<file path="src/rtl/vector_mem_sequencer.sv">
// Splits 128-bit vector or 32-bit scalar memory requests into 32-bit beats on a
// synchronous word RAM. Reassembles load lanes and stalls the pipeline while busy.
module vector_mem_sequencer #(
  parameter int ADDR_W = 16,
  parameter int LANES  = 4
) (
  input  logic                clk,
  input  logic                rst_n,
  input  logic                req_valid,
  output logic                req_ready,
  input  logic                req_we,
  input  logic                req_vf,
  input  logic [ADDR_W-1:0]   req_addr,
  input  logic [LANES*32-1:0] req_wdata,
  output logic [ADDR_W-1:0]   mem_addr,
  output logic                mem_we,
  output logic [31:0]         mem_wdata,
  input  logic [31:0]         mem_rdata,
  output logic                rsp_valid,
  output logic [LANES*32-1:0] rsp_rdata,
  output logic                stall
);

  localparam int DW = LANES * 32;
  localparam int BW = (LANES > 1) ? $clog2(LANES) : 1;

  typedef enum logic [2:0] {IDLE, WRITE, READ, RDRAIN, DONE} state_t;

  state_t            state_q, state_d;
  logic              vf_q, vf_d;
  logic [DW-1:0]     wdata_q, wdata_d;
  logic [BW-1:0]     beat_q, beat_d;
  logic [ADDR_W-1:0] mem_addr_q, mem_addr_d;
  logic              mem_we_q, mem_we_d;
  logic [31:0]       mem_wdata_q, mem_wdata_d;
  logic              rd_pend_q, rd_pend_d;
  logic [BW-1:0]     rd_lane_q, rd_lane_d;
  logic [DW-1:0]     asm_q, asm_d;
  logic [DW-1:0]     rsp_rdata_q, rsp_rdata_d;

  logic [BW-1:0]     last_beat;
  logic [BW-1:0]     beat_nx;

  assign last_beat = vf_q ? BW'(LANES - 1) : '0;
  assign beat_nx   = beat_q + 1'b1;

  always_comb begin
    state_d     = state_q;
    vf_d        = vf_q;
    wdata_d     = wdata_q;
    beat_d      = beat_q;
    mem_addr_d  = mem_addr_q;
    mem_we_d    = mem_we_q;
    mem_wdata_d = mem_wdata_q;
    rsp_rdata_d = rsp_rdata_q;
    // RAM read latency is one cycle: the word on mem_rdata belongs to the
    // address driven during the previous READ cycle.
    rd_pend_d   = (state_q == READ);
    rd_lane_d   = beat_q;
    asm_d       = asm_q;
    if (rd_pend_q) begin
      asm_d[int'(rd_lane_q)*32 +: 32] = mem_rdata;
    end

    case (state_q)
      IDLE: begin
        if (req_valid) begin
          vf_d       = req_vf;
          wdata_d    = req_wdata;
          beat_d     = '0;
          mem_addr_d = req_addr;
          if (req_we) begin
            mem_we_d    = 1'b1;
            mem_wdata_d = req_wdata[31:0];
            state_d     = WRITE;
          end else begin
            state_d = READ;
          end
        end
      end
      WRITE: begin
        if (beat_q == last_beat) begin
          mem_we_d = 1'b0;
          beat_d   = '0;
          state_d  = DONE;
        end else begin
          beat_d      = beat_nx;
          mem_addr_d  = mem_addr_q + 1'b1;
          mem_wdata_d = wdata_q[int'(beat_nx)*32 +: 32];
        end
      end
      READ: begin
        if (beat_q == last_beat) begin
          beat_d  = '0;
          state_d = RDRAIN;
        end else begin
          beat_d     = beat_nx;
          mem_addr_d = mem_addr_q + 1'b1;
        end
      end
      RDRAIN: begin
        rsp_rdata_d = vf_q ? asm_d : {{(DW-32){1'b0}}, mem_rdata};
        state_d     = DONE;
      end
      DONE: begin
        state_d = IDLE;
      end
      default: begin
        state_d = IDLE;
      end
    endcase
  end

  always_ff @(posedge clk or negedge rst_n) begin
    if (!rst_n) begin
      state_q     <= IDLE;
      vf_q        <= 1'b0;
      wdata_q     <= '0;
      beat_q      <= '0;
      mem_addr_q  <= '0;
      mem_we_q    <= 1'b0;
      mem_wdata_q <= '0;
      rd_pend_q   <= 1'b0;
      rd_lane_q   <= '0;
      asm_q       <= '0;
      rsp_rdata_q <= '0;
    end else begin
      state_q     <= state_d;
      vf_q        <= vf_d;
      wdata_q     <= wdata_d;
      beat_q      <= beat_d;
      mem_addr_q  <= mem_addr_d;
      mem_we_q    <= mem_we_d;
      mem_wdata_q <= mem_wdata_d;
      rd_pend_q   <= rd_pend_d;
      rd_lane_q   <= rd_lane_d;
      asm_q       <= asm_d;
      rsp_rdata_q <= rsp_rdata_d;
    end
  end

  assign req_ready = (state_q == IDLE);
  assign stall     = (state_q != IDLE);
  assign rsp_valid = (state_q == DONE);
  assign mem_addr  = mem_addr_q;
  assign mem_we    = mem_we_q;
  assign mem_wdata = mem_wdata_q;
  assign rsp_rdata = rsp_rdata_q;

endmodule

</file>
<file path="config.mk">
export PLATFORM = sky130hd
export DESIGN_NAME = vector_mem_sequencer
export DESIGN_NICKNAME = d
export VERILOG_FILES = /design/src/rtl/vector_mem_sequencer.sv
export SDC_FILE = /design/constraint.sdc
export NUM_CORES = 1
export LEC_CHECK = 0
export ABC_AREA = 1
export CORE_UTILIZATION = 52
export DETAILED_ROUTE_END_ITERATION = 8
export PLACE_DENSITY_LB_ADDON = 0.15
export SYNTH_ARGS = -nofsm -noshare
export SYNTH_HDL_FRONTEND = slang
export SYNTH_SLANG_ARGS = --single-unit
</file>
<file path="constraint.sdc">
create_clock -name clk -period 2.4 [get_ports clk]
set_input_delay 0.48 -clock clk [delete_from_list [all_inputs] [get_ports clk]]
set_output_delay 0.48 -clock clk [all_outputs]
set_load 0.01 [all_outputs]
</file>
==> impl_metrics.toml, run 1 <==
[sta]
skew_ns = 0.0202
drv_slew = 0
fin_crit_sh_pct = 91.2
relSlewSlack_pct = 45.1
fin_ws_ns = 0.212
fmax_mhz = 457
fin_crit_ns = 2.19
setup_tns_ns = 0
hold_viol = 0
worstMarginPinSlew_ns = 0.823
rsz0062_at_grt = "false"
finalSetupViolCount = 0
whs_ns = 0.412

[yosys]
synth_xor_area_share_pct = 0.229
yosysTopAreaCellShare_pct = 58.0
synth_simple_gate_area_share_pct = 19.2
synth-seq-cells = 442
synth_compound_gate_area_share_pct = 12.0
synth_edf_count = 0
synth_flop_cell = "dfrtp_1"
synth_fa_ha_area_share_pct = 0.393
ys_warn_count = 0
muxShareOfSynthArea_pct = 3.78
syn_area_mm2 = 0.0191
synth.area.top_cells = "dfrtp_1, nand2_1, o21ai_0"
avgSynthCellArea_um2 = 8.92
synth_common_cells = "nand2_1, dfrtp_1, nor2_1"
ys_types = 36
ys_seq_area_share_pct = 58.0
synthArstFlopShare_pct = 100
synthCells = 2139
synth_area_leader_cell = "dfrtp_1"
synth.most_common_cell = "nand2_1"
synth_top_family_by_area = "simple AND/OR/NAND/NOR gates"
synth_fp_nets = 2326

[critical_path]
reg2reg_to = "rsp_rdata[23]$_DFFE_PN0N_"
critPathKind = "reg2out"
reg2reg_slack_ns = 0.34
end_kind = "primary output"
r2r-start = "rd_lane_q[1]$_DFF_PN0_"
required_ns = 1.92
critPathMaxFanout = 5
r2r_cells = 9
crit_arrival_ns = 1.71
cp-start-kind = "flip-flop"

[clock_network]
cts_sinks = 442
htree_levels = 2
clock_path_buffers = 3
clk_pin_slew_worst_paths_ns = 0.06
cts_root_buf = "clkbuf_16"
cts_tree = "yes"
clock_latency_ns = 0.57
numCtsBuffers = 45

[pwr]
total_power_mw = 32.5
ir_worst_vdd_mv = 0.712
p_leak_nw = 11.9
powerDensity_mw_per_mm2 = 1310

[grt]
grt_pass1_wl_mm = 86.2
grt_usage_pct = 29.2
grt_pass1_vias = 15900
grt_max_degree = 74
grt.overflow.total = 0
antenna_found_initial = 5

[placed_design]
dp_slack_ns = 0.0769
port_buffers = 360
gp_congestion = 0.870
hpwl_mm = 37.0

[detailed_routing]
first_iter_violations = 1084
drtPass1Iterations = 7
wl_per_cell_um = 18.3
drc_errors = 0
drtAntennaViolNets = 0
viasPerCell = 5.43
vias = 16100
wirelength_mm = 54.3

[floorplan]
die_h_um = 194
start_util_pct = 53.3
pin_count = 361
die_area_mm2 = 0.0375
dieWidth_um = 194
core_area_mm2 = 0.0358
rows = 69

[min_path]
hp-class = "in2async"

[job]
cap_violations = 0

[status]
outcome = "finished clean"

[cells_and_area]
drive_above_1_share_pct = 8.51
fin_util_pct = 69.2
final_nets = 2657
layout-area-overhead-vs-synth_pct = 29.8
through the flow:
stage          instances  instance area (um2)
2_1_floorplan       2139                19100
4_1_cts             2964                24800
6_report            2968                24800
3_5_place_dp        2881                23300
5_1_grt             2966                24800
3_3_place_gp        2881                23300
registers in the layout (all words and copies together) (netlist names):
name / cells
state_q: 3
rd_lane_q: 2
wdata_q: 128
mem_wdata: 32
beat_q: 2
rd_pend_q: 1
rsp_rdata: 128
asm_q: 128
mem_addr: 16
vf_q: 1
mem_we: 1
repair_timing:
item | 4_1_cts | 5_1_grt
buffers inserted | 2 | 0
hold buffers | 1 | 0
endpoints found under the setup margin | 3 | 0
hold endpoints to repair | 31 | 0
gates resized for setup | 5 | 0
layout make-up:
cell class | instances | area (um2)
antenna | 4 | 10.0
clock buffer | 68 | 1350
clock inverter | 12 | 98.8
fill | 2786 | 11000
inverter | 174 | 656
multi-input combinational | 1396 | 6830
sequential | 442 | 11100
tap | 461 | 577
timing repair buffer | 411 | 4190
critical path, cell delays in order, from the launching register on:
cell	delay, ns
dfrtp_2	0.43
nor2_4	0.16
inv_2	0.07
nor2_4	0.16
inv_1	0.05
dlygate4sd2_1	0.28
power breakdown:
part	leakage [nW]	switching, mW	internal (mW)	total, mW
combinational	5.63	7.59	5.72	13.3
clock	0.721	2.91	4.00	6.91
sequential	5.51	1.73	10.6	12.3
metal layers:
layer	GRT usage (%)	up-vias	part of all wire (%)
met5	0	-	0.050
met2	46.8	671	47
met3	5.86	142	7.4
met4	15.3	4	5.0
li1	-	7542	-
met1	37.8	7759	40
logic make-up after synthesis:
| family | Yosys count |
|---|---|
| DFF | 442 |
| xor gates and xnor gates | 5 |
| muxes | 64 |
| buffers and inverters | 301 |
| adders and majority gates | 6 |
| and+or+nand+nor | 918 |
| AOI/OAI and AO/OA | 403 |
layout by cell type, fill, tap and decap left out, types with 2 or more instances in the layout:
master	Yosys	routed
nand2_1	591	591
dfrtp_1	442	440
clkdlybuf4s50_1	0	356
nor2_1	198	197
inv_1	165	164
o21ai_0	149	149
nand3_1	111	111
a21oi_1	97	97
mux2_2	64	64
o21ai_1	61	61
clkbuf_16	0	46
buf_4	8	34
a21boi_0	29	29
a22oi_1	29	29
a22o_1	28	28
buf_12	0	16
clkbuf_8	0	12
clkbuf_1	70	10
inv_2	9	9
clkinv_2	0	9
ha_1	6	6
diode_2	0	4
a31oi_1	4	4
xor2_1	4	4
nor2_4	2	3
nand4_1	3	3
or2_2	3	3
dlygate4sd2_1	0	3
nor3_1	2	2
nor3_4	0	2
o22ai_1	2	2
dfrtp_2	0	2
how the worst max path moves through the flow:
stage / from / to / slack [ns] / cells after the start
final: state_q[0]$_DFFE_PN0P_ / stall / 0.21 / 5
after global placement: req_we / mem_wdata[7]$_DFFE_PN0P_ / 0.21 / 8
after floorplan: rd_lane_q[0]$_DFF_PN0_ / rsp_rdata[10]$_DFFE_PN0N_ / 0.29 / 10
after global routing: state_q[2]$_DFFE_PN0P_ / stall / 0.13 / 5
after CTS: state_q[0]$_DFFE_PN0P_ / stall / 0.20 / 5
after detailed placement: req_we / mem_wdata[12]$_DFFE_PN0P_ / 0.08 / 8
Power figures use the tool's default switching activity.
==> run 2: changes to the inputs <==
- CORE_MARGIN: not set -> 5
==> impl_metrics.toml, run 2 (synthesis gave the netlist of run 1 again) <==
[status]
outcome = "finished clean"

[critical_path]
end_kind = "primary output"
crit_end = "req_ready"
reg2reg_to = "rsp_rdata[88]$_DFFE_PN0N_"
r2r_cells = 8
required_ns = 1.92
cp-start-kind = "flip-flop"
critPathKind = "reg2out"
critPathMaxFanout = 4
reg2reg_slack_ns = 0.28
crit_arrival_ns = 1.65
r2r-start = "rd_lane_q[0]$_DFF_PN0_"
cp-startpoint = "state_q[0]$_DFFE_PN0P_"

[clock_network]
cts_sinks = 442
htree_levels = 2
clock_path_buffers = 3
numCtsBuffers = 46
clk_pin_slew_worst_paths_ns = 0.06
cts_tree = "yes"
clock_latency_ns = 0.55
cts_root_buf = "clkbuf_16"

[floorplan]
pin_count = 361
rows = 70
dieWidth_um = 202
die_h_um = 202
start_util_pct = 52.4
core_area_mm2 = 0.0364
die_area_mm2 = 0.0406

[detailed_routing]
wl_met2_mm = 27.2
wirelength_mm = 56.0
vias = 16100
drtPass1Iterations = 9
first_iter_violations = 1135
top_layer = "met5"
wl_per_cell_um = 18.8
viasPerCell = 5.42
drtAntennaViolNets = 0
drc_errors = 0
dr_wl_met3_mm = 3.94
wirelength_met1_mm = 22.7

[cells_and_area]
drive_above_1_share_pct = 8.65
final_nets = 2663
multiInputGateArea_mm2 = 0.00683
fillers = 2889
final_cell_mix = "nand2_1, dfrtp_1, clkdlybuf4s50_1, nor2_1, inv_1"
seqCellArea_mm2 = 0.0111
layout-area-overhead-vs-synth_pct = 30.2
final_common_cell = "nand2_1"
design_area_mm2 = 0.0248

[pwr]
p_leak_nw = 11.9
ir_worst_vdd_mv = 0.747
total_power_mw = 32.7
powerDensity_mw_per_mm2 = 1320

[grt]
antenna_found_initial = 3
grt_max_degree = 81
grt_usage_pct = 27.2
grt.overflow.total = 0
grt_pass1_vias = 16400
grt_pass1_wl_mm = 89.2

[sta]
hold_viol = 0
fin_crit_sh_pct = 88.8
fin_crit_ns = 2.13
relSlewSlack_pct = 43.8
setup_tns_ns = 0
skew_ns = 0.0164
worstMarginPinSlew_ns = 0.843
drv_slew = 0
fmax_mhz = 469
rsz0062_at_grt = "false"
finalSetupViolCount = 0

[placed_design]
gp_congestion = 0.884
place_area_mm2 = 0.0233
port_buffers = 360
hpwl_mm = 38.6

[min_path]
hp-class = "in2async"

[job]
cap_violations = 0
==> run 2: changes by cell type in the layout (fill, tap and decap cells not counted), sizes merged, moves of 2 or more <==
cell / previous run / this run
clkbuf: 68 / 71
buf: 51 / 56
clkinv: 10 / 8
diode: 4 / 2
==> run 2: worst min path at each step <==
stage	from	to	slack [ns]	depth (start not counted)
2_1_floorplan	rst_n	asm_q[0]$_DFF_PN0_	0.18	0
3_3_place_gp	rst_n	rsp_rdata[81]$_DFFE_PN0N_	0.43	1
3_5_place_dp	rst_n	rsp_rdata[86]$_DFFE_PN0N_	0.43	1
4_1_cts	rst_n	rsp_rdata[86]$_DFFE_PN0N_	0.44	2
5_1_grt	rst_n	rsp_rdata[86]$_DFFE_PN0N_	0.46	2
6_report	rst_n	rsp_rdata[86]$_DFFE_PN0N_	0.44	2
==> run 2: metrics by stage <==
step	instances	utilization [%]	setup slack (ns)	hold WS [ns]
floorplan	2139	-	0.287	0.184
global placement	2891	64.1	0.321	0.425
detailed placement	2891	64.1	0.276	0.429
CTS	2973	68.1	0.00224	0.437
global route	2977	68.2	0.134	0.460
finish	2978	68.2	0.269	0.439
==> run 2: where the power goes <==
group | switching [mW] | total (mW) | internal, mW
combinational | 7.65 | 13.5 | 5.84
clock | 2.86 | 6.84 | 3.98
sequential | 1.80 | 12.4 | 10.6
==> run 2: layer usage <==
layer | vias up | GRT usage [%]
met5 | - | 0
met4 | 4 | 10.3
met3 | 123 | 5.75
met2 | 602 | 45.1
met1 | 7854 | 35.5
li1 | 7551 | -
==> run 2: layout make-up <==
type                            instances  area share (%)
Tap cell                              468            2.36
Clock buffer                           71            5.62
Sequential cell                       442            44.5
Antenna cell                            2          0.0201
Inverter                              174            2.64
Clock inverter                          9           0.196
Multi-Input combinational cell       1396            27.5
Timing Repair Buffer                  416            17.1
==> run 2: what timing repair did <==
item                                   CTS  global route
pin swaps                                1             1
setup buffers                            1             3
resized for setup                        4             1
setup endpoints to repair                3             1
endpoints found under the hold margin   34             0
hold buffers                             1             0
==> run 2: worst max-delay path, stage by stage (launching register included) <==
cell and delay [ns]:
dfrtp_2 0.43, nor2_4 0.15, inv_2 0.07, nor2_4 0.16, dlygate4sd2_1 0.29
==> run 3: changes to the inputs <==
- CELL_PAD_IN_SITES_DETAIL_PLACEMENT: not set -> 1
- CELL_PAD_IN_SITES_GLOBAL_PLACEMENT: not set -> 1
- CORE_UTILIZATION: 52 -> 39
==> impl_metrics.toml, run 3 (synthesis gave the netlist of run 1 again) <==
[status]
outcome = "finished clean"

[clock_network]
cts_root_buf = "clkbuf_16"
numCtsBuffers = 50
cts_sinks = 442
cts_tree = "yes"
clock_path_buffers = 3
clock_latency_ns = 0.60
clk_pin_slew_worst_paths_ns = 0.06
htree_levels = 2

[placed_design]
port_buffers = 360
hpwl_mm = 44.9
place_area_mm2 = 0.0236
gp_congestion = 0.845

[sta]
fmax_mhz = 451
fin_crit_ns = 2.22
rsz0062_at_grt = "false"
hold_viol = 0
worstMarginPinSlew_ns = 0.949
setup_tns_ns = 0
fin_crit_sh_pct = 92.4
relSlewSlack_pct = 36.7
drv_slew = 0
finalSetupViolCount = 0
skew_ns = 0.0231

[grt]
grt.overflow.total = 0
grt_pass1_wl_mm = 102
grt_pass1_vias = 17700
antenna_found_initial = 3
grt_max_degree = 80
grt_usage_pct = 24.0

[cells_and_area]
final_common_cell = "nand2_1"
final_nets = 2671
final_cell_mix = "nand2_1, dfrtp_1, clkdlybuf4s50_1, nor2_1, inv_1"
design_area_mm2 = 0.0253
layout-area-overhead-vs-synth_pct = 32.4
drive_above_1_share_pct = 9.28

[floorplan]
pin_count = 361
dieWidth_um = 231
start_util_pct = 39.2
core_area_mm2 = 0.0486
die_h_um = 231
die_area_mm2 = 0.0535
rows = 81

[detailed_routing]
wirelength_met1_mm = 27.3
wirelength_mm = 64.8
first_iter_violations = 1041
vias = 16300
wl_met2_mm = 32.2
wl_per_cell_um = 20.6
drtPass1Iterations = 5
drtAntennaViolNets = 0
top_layer = "met5"
viasPerCell = 5.18
drc_errors = 0
dr_wl_met3_mm = 3.61

[critical_path]
required_ns = 1.92
path_cells = "nor2_4 > inv_2 > nor2_4 > inv_1 > dlygate4sd2_1"
cp_top_family = "flip-flops"
cp_slowest_cell = "dfrtp_1"
critPathMaxStageDelay_ns = 0.42
critPathMaxFanout = 5
critPathMostFrequentCell = "nor2_4"
cp_num_buf_inv = 3
end_kind = "primary output"
crit_arrival_ns = 1.74
critPathKind = "reg2out"
cp-start-kind = "flip-flop"

[min_path]
hp-class = "in2async"

[pwr]
ir_worst_vdd_mv = 0.625
powerDensity_mw_per_mm2 = 1340
p_leak_nw = 12.0
total_power_mw = 33.9

[job]
cap_violations = 0
==> run 3: through the flow <==
stage / util, % / worst slack [ns] / cells / hold WS, ns
6_report: 51.9 / 0.183 / 3146 / 0.406
4_1_cts: 51.9 / 0.153 / 3143 / 0.414
2_1_floorplan: - / 0.287 / 2139 / 0.184
3_3_place_gp: 48.4 / 0.328 / 3050 / 0.443
3_5_place_dp: 48.4 / 0.259 / 3050 / 0.447
5_1_grt: 51.9 / 0.0164 / 3143 / 0.437
==> run 3: report_power, final <==
part / internal [mW] / leakage, nW / total (mW) / switching, mW
sequential: 10.6 / 5.51 / 12.4 / 1.85
combinational: 5.76 / 5.67 / 13.8 / 8.02
clock: 4.55 / 0.831 / 7.72 / 3.17
total: 20.9 / 12.0 / 33.9 / 13.0
==> run 3: area by class of cell <==
type / count / area, um2
inverter: 174 / 656
timing repair buffer: 420 / 4260
clock inverter: 12 / 108
sequential: 442 / 11100
antenna: 3 / 7.51
fill: 5577 / 23400
tap: 622 / 778
multi-input combinational: 1396 / 6840
clock buffer: 77 / 1550
==> run 3: path summary, 6_finish.rpt <==
path | from | endpoint | slack (ns) | depth (start not counted)
worst max register to register | state_q[2]$_DFFE_PN0P_ | rsp_rdata[44]$_DFFE_PN0N_ | 0.20 | 8
min in group clk | beat_q[0]$_DFFE_PN0P_ | rd_lane_q[0]$_DFF_PN0_ | 0.44 | 0
worst min register to register | beat_q[0]$_DFFE_PN0P_ | rd_lane_q[0]$_DFF_PN0_ | 0.44 | 0
max in group asynchronous | rst_n | asm_q[126]$_DFF_PN0_ | 1.17 | 3
worst min-delay path | rst_n | rsp_rdata[89]$_DFFE_PN0N_ | 0.41 | 2
worst max-delay path | state_q[2]$_DFFE_PN0P_ | stall | 0.18 | 5
==> run 3: per-layer routing <==
layer | up-vias | GRT usage, %
li1 | 7562 | -
met1 | 8218 | 30.7
met2 | 426 | 41.4
met3 | 95 | 5.01
met4 | 2 | 6.65
met5 | - | 0
==> run 3: what timing repair did <==
action	in CTS	in global routing
resized for setup	7	0
hold buffers	1	0
endpoints found under the hold margin	41	0
endpoints found under the setup margin	3	0
buffers inserted	3	0
